==> src/rtl/seven_seg_reader.sv <==
// Recovers the hex nibble shown on an active-low 7-segment bus once the pattern has held
// steady, and hands it off through a one-entry valid/ready buffer.
module seven_seg_reader #(
    parameter int unsigned STABLE_CYCLES = 4
) (
    input  logic       clk,
    input  logic       rst,
    input  logic [6:0] seg_n,
    input  logic       out_ready,
    output logic [3:0] out_value,
    output logic       out_valid,
    output logic       err_invalid,
    output logic       overrun
);

    localparam int unsigned CW = $clog2(STABLE_CYCLES + 1);
    localparam logic [CW-1:0] CNT_MAX = CW'(STABLE_CYCLES);
    localparam logic [6:0] BLANK = 7'h7F;

    logic [6:0]    seg_q, seg_d;
    logic [CW-1:0] cnt_q, cnt_d;
    logic          armed_q, armed_d;
    logic [3:0]    value_q, value_d;
    logic          valid_q, valid_d;
    logic          err_q, err_d;
    logic          ovr_q, ovr_d;

    logic          evt;
    logic          legal;
    logic [3:0]    nib;

    // Reverse glyph table: seg_n codes (bit0 = a) back to the nibble they display.
    always_comb begin
        {legal, nib} = 5'h00;
        case (seg_q)
            7'h40: {legal, nib} = 5'h10;
            7'h79: {legal, nib} = 5'h11;
            7'h24: {legal, nib} = 5'h12;
            7'h30: {legal, nib} = 5'h13;
            7'h19: {legal, nib} = 5'h14;
            7'h12: {legal, nib} = 5'h15;
            7'h02: {legal, nib} = 5'h16;
            7'h78: {legal, nib} = 5'h17;
            7'h00: {legal, nib} = 5'h18;
            7'h10: {legal, nib} = 5'h19;
            7'h08: {legal, nib} = 5'h1A;
            7'h03: {legal, nib} = 5'h1B;
            7'h46: {legal, nib} = 5'h1C;
            7'h21: {legal, nib} = 5'h1D;
            7'h06: {legal, nib} = 5'h1E;
            7'h0E: {legal, nib} = 5'h1F;
            default: {legal, nib} = 5'h00;
        endcase
    end

    assign evt = (cnt_q == CNT_MAX) && armed_q;

    always_comb begin
        seg_d   = seg_n;
        cnt_d   = cnt_q;
        armed_d = armed_q;
        value_d = value_q;
        valid_d = valid_q;
        ovr_d   = ovr_q;
        err_d   = evt && !legal && (seg_q != BLANK);

        // A pattern change re-arms, and wins over the disarm of an event in the same cycle.
        if (evt) armed_d = 1'b0;
        if (seg_n != seg_q) begin
            cnt_d   = CW'(1);
            armed_d = 1'b1;
        end else if (cnt_q != CNT_MAX) begin
            cnt_d = cnt_q + CW'(1);
        end

        if (evt && legal) begin
            if (!valid_q || out_ready) begin
                value_d = nib;
                valid_d = 1'b1;
            end else begin
                ovr_d = 1'b1;
            end
        end else if (valid_q && out_ready) begin
            valid_d = 1'b0;
        end
    end

    always_ff @(posedge clk) begin
        if (rst) begin
            seg_q   <= BLANK;
            cnt_q   <= '0;
            armed_q <= 1'b1;
            value_q <= 4'h0;
            valid_q <= 1'b0;
            err_q   <= 1'b0;
            ovr_q   <= 1'b0;
        end else begin
            seg_q   <= seg_d;
            cnt_q   <= cnt_d;
            armed_q <= armed_d;
            value_q <= value_d;
            valid_q <= valid_d;
            err_q   <= err_d;
            ovr_q   <= ovr_d;
        end
    end

    assign out_value   = value_q;
    assign out_valid   = valid_q;
    assign err_invalid = err_q;
    assign overrun     = ovr_q;

endmodule

==> config.mk <==
export PLATFORM = sky130hd
export DESIGN_NAME = seven_seg_reader
export DESIGN_NICKNAME = d
export VERILOG_FILES = /design/src/rtl/seven_seg_reader.sv
export SDC_FILE = /design/constraint.sdc
export NUM_CORES = 1
export LEC_CHECK = 0
export ABC_AREA = 1
export BUFFER_PORTS_ARGS = -buffer_cell sky130_fd_sc_hd__buf_2
export CORE_MARGIN = 8
export CORE_UTILIZATION = 45
export CTS_CLUSTER_DIAMETER = 200
export CTS_CLUSTER_SIZE = 20
export DETAILED_ROUTE_END_ITERATION = 10
export PLACE_DENSITY = 0.75
export SLEW_MARGIN = 30
export SYNTH_ARGS = -nofsm -noshare
export SYNTH_HDL_FRONTEND = slang
export SYNTH_SLANG_ARGS = --single-unit
==> constraint.sdc <==
create_clock -name clk -period 2.3 [get_ports clk]
set_clock_uncertainty 0.2 [all_clocks]
set_input_delay 0.115 -clock clk [delete_from_list [all_inputs] [get_ports clk]]
set_output_delay 0.115 -clock clk [all_outputs]
set_load 0.02 [all_outputs]
==> results.md <==
* Outcome: finished, final reports clean
* Final hold vios at 0
* Post-synth top area cell: dfxtp_1
* H-tree depth at 1
* Predominant post-synthesis flop cell: dfxtp_1
* Vias in the first global route at 1188
* Overall routed net length at 2853 µm
* Worst path slowest cell: dlygate4sd3_1
* Place WS at 531.2 ps
* Final ANT Viol Nets at 0
* Overall power at 620.9 µW
* # port buffers at 16
* Leakage power at 0.7763 nW
* Maxcap violations at 0
* CTS Buf Count at 3
* Die Footprint at 4556 µm²
* FP Rows at 18
* Crit path max fanout at 6
* Crit-path most repeated cell: nor2_2
* Worst-Skew Late Latency at 300 ps
* Ys async rst share at 0%
* Dpl cells at ~240
* Fill cell count at 235
* CP Launch Type: flop
* Clk slew on worst S/H paths at 110 ps
* Final-report max-slew violation count at 0
* Detailed Place HPWL at ~2100 µm
* Core area at 2500 µm²
* DIE WIDTH at 67.50 µm
* Register area share after synthesis at 30.19%
* Clk Tree Root Cell: clkbuf_4
* Layout Cells excl Fill at 251
* Worst EP required at 2350 ps
* GRT Overall Usage at between 10 and 15%
* Initial antenna violation count at 0
* Clk sinks at 18
* Critical-path cell list: inv_2 > nor2_2 > nand2_1 > nor2_2 > nor2_1 > nand2_1 > nor2_2 > nand2_4 > nand3_1 > a21oi_1 > dlygate4sd3_1
* Largest net degree at the start of global routing at 11
* Critical path type: reg2reg
* Largest cells by area after synthesis: dfxtp_1 (30%), nand2_1 (16%), inv_1 (9.4%)
* Crit path DAT at 2260 ps
* DRT iter0 DRCs at 68
* IO Pins at 17
* Final #Nets at 234
* Avg Cell Area, Syn at 6.217 µm²
* Worst path max stage delay at 570 ps
* Overflow left after global routing at 0
* First-pass GRT wire length at 4954 µm
* Top delay family on crit path: simple AND/OR/NAND/NOR gates
* Final GP Congestion at 1.030
* Synthesized instance count at between 150 and 200
* Maximum VDD drop at between 0.4 and 0.5 mV
* Die H at 67.50 µm
* PD cells at roughly 420 nW/µm²
* Buf+Inv Stages, Crit Path at 2
* Commonest cells in the netlist: nand2_1 (51), inv_1 (30), nor2_1 (29)
* Synthesized cell area at 1194 µm²
* Via density at 4.865
* Synth-to-Final Area Change at 23.06%
* Crit end category: flop
* Routed len/inst at 11.37 µm
* CTS Buffer Depth at 2
* Max Clock Freq at 0.4525 GHz
* Total negative slack at 0 ps
* Post-CTS Setup Inserts at 0
* Initial Utilization at 47.75%
* Worst slew pin tran at roughly 340 ps
* Most common cell in the netlist: nand2_1
* Min Tclk post-route at roughly 2200 ps
* Normalized max-slew margin at 77.05%
* Via count at 1221
* 1st-pass router iterations at 4
* CTS tree: done
* HP Class: in2reg
* FF+latch count, synth at 18
* Number of synthesized flops with an enable pin at 0
* Yosys Warn Count at 0
* Setup ws final at 90.10 ps
* Yosys top cell area share at 30.19%
* Synth unique cells at 25
* ANT cells at 0
* Syn nets at roughly 200
* DRC Markers at 0
* Endpoints failing setup at 0
* Layout cells sized above 1 at 23.53%
* Period utilization at ~96%
[final timing paths]
path,from,end,slack [ps],cells after the start
setup / recovery,seg_q[0]$_SDFF_PP1_,overrun$_SDFFE_PP0P_,90,11
hold reg to reg,out_value[3]$_SDFFE_PP0P_,out_value[3]$_SDFFE_PP0P_,260,2
hold / removal,out_ready,out_valid$_SDFFE_PP0P_,60,4
setup reg to reg,seg_q[0]$_SDFF_PP1_,overrun$_SDFFE_PP0P_,90,11
[worst register-to-register path: stages, from the launching register on]
cell           delay, ps
dfxtp_2              430
inv_2                 80
nor2_2               140
nand2_1              100
nor2_2               140
nor2_1                60
nand2_1               70
nor2_2                50
nand2_4               80
nand3_1               90
a21oi_1              150
dlygate4sd3_1        570
[per-layer routing]
metal | vias to the layer above | GRT usage (%) | wire [µm]
met5 | - | 0 | 0
met4 | 0 | 5.483 | 56
met3 | 8 | 2.649 | 177
met2 | 40 | 24.97 | 1346
met1 | 525 | 15.55 | 1273
li1 | 648 | - | -
[cells by family (layout without fill, tap and decap cells)]
group                    count (synthesis)  in the layout  share of synthesized area (%)
AO/OA/AOI/OAI                            9              9                          4.298
flip-flops                              18             18                          30.19
adder cells (fa/ha/maj)                  2              2                          2.096
AND/OR/NAND/NOR                        119            119                          46.96
XOR/XNOR                                 5              5                          3.669
buffers and inverters                   39             68                          12.79
[metrics by stage]
| stage | utilization (%) | hold slack [ps] | area [µm²] |
|---|---|---|---|
| 2_1_floorplan | - | -15.93 | 1194 |
| 3_3_place_gp | 51.75 | 119.1 | 1294 |
| 6_report | 58.76 | 63.54 | 1469 |
| 4_1_cts | 58.01 | 66.78 | 1450 |
| 3_5_place_dp | 51.75 | 119.6 | 1294 |
| 5_1_grt | 58.76 | 97.38 | 1469 |
[flip-flops by register name (all words and copies together), names as in the netlist]
| signal | count |
|---|---|
| armed_q | 1 |
| cnt_q | 3 |
| err_invalid | 1 |
| out_valid | 1 |
| out_value | 4 |
| overrun | 1 |
| seg_q | 7 |
[cells in the final DEF, fill, tap and decap left out]
cell type / count
inv_1: 30
clkinv_1: 1
nand2_1: 51
o21ai_0: 2
a221oi_1: 1
xnor2_1: 3
nand4_1: 10
clkbuf_4: 3
nand3_1: 10
nor3_1: 1
nor2_4: 3
nand3_4: 1
nand3_2: 1
dlygate4sd3_1: 12
clkbuf_8: 1
nor2_1: 27
buf_2: 16
nand2_4: 1
a21oi_1: 5
dfxtp_1: 11
ha_1: 2
nor2_2: 9
or2_2: 3
dfxtp_2: 7
o211ai_1: 1
xor2_1: 2
nand2_2: 2
inv_2: 5
[power breakdown]
part / internal, mW / switching [mW]
combinational: 0.0382 / 0.0435
clock: 0.0967 / 0.106
sequential: 0.321 / 0.0157
total: 0.456 / 0.165
[timing repair]
action,in CTS,in global routing
resized for setup,0,10
hold buffers,12,0
hold endpoints to repair,12,0
setup endpoints to repair,0,1
[area by class of cell]
cell class / instances / area, µm² / share of cell area, %
tap: 30 / 37.54 / 2.555
clock buffer: 4 / 36.28 / 2.470
timing repair buffer: 28 / 200.2 / 13.63
inverter: 36 / 135.1 / 9.199
sequential: 18 / 369.1 / 25.13
multi-input combinational: 135 / 690.7 / 47.02
No activity file was read; power rests on OpenSTA's default activity.
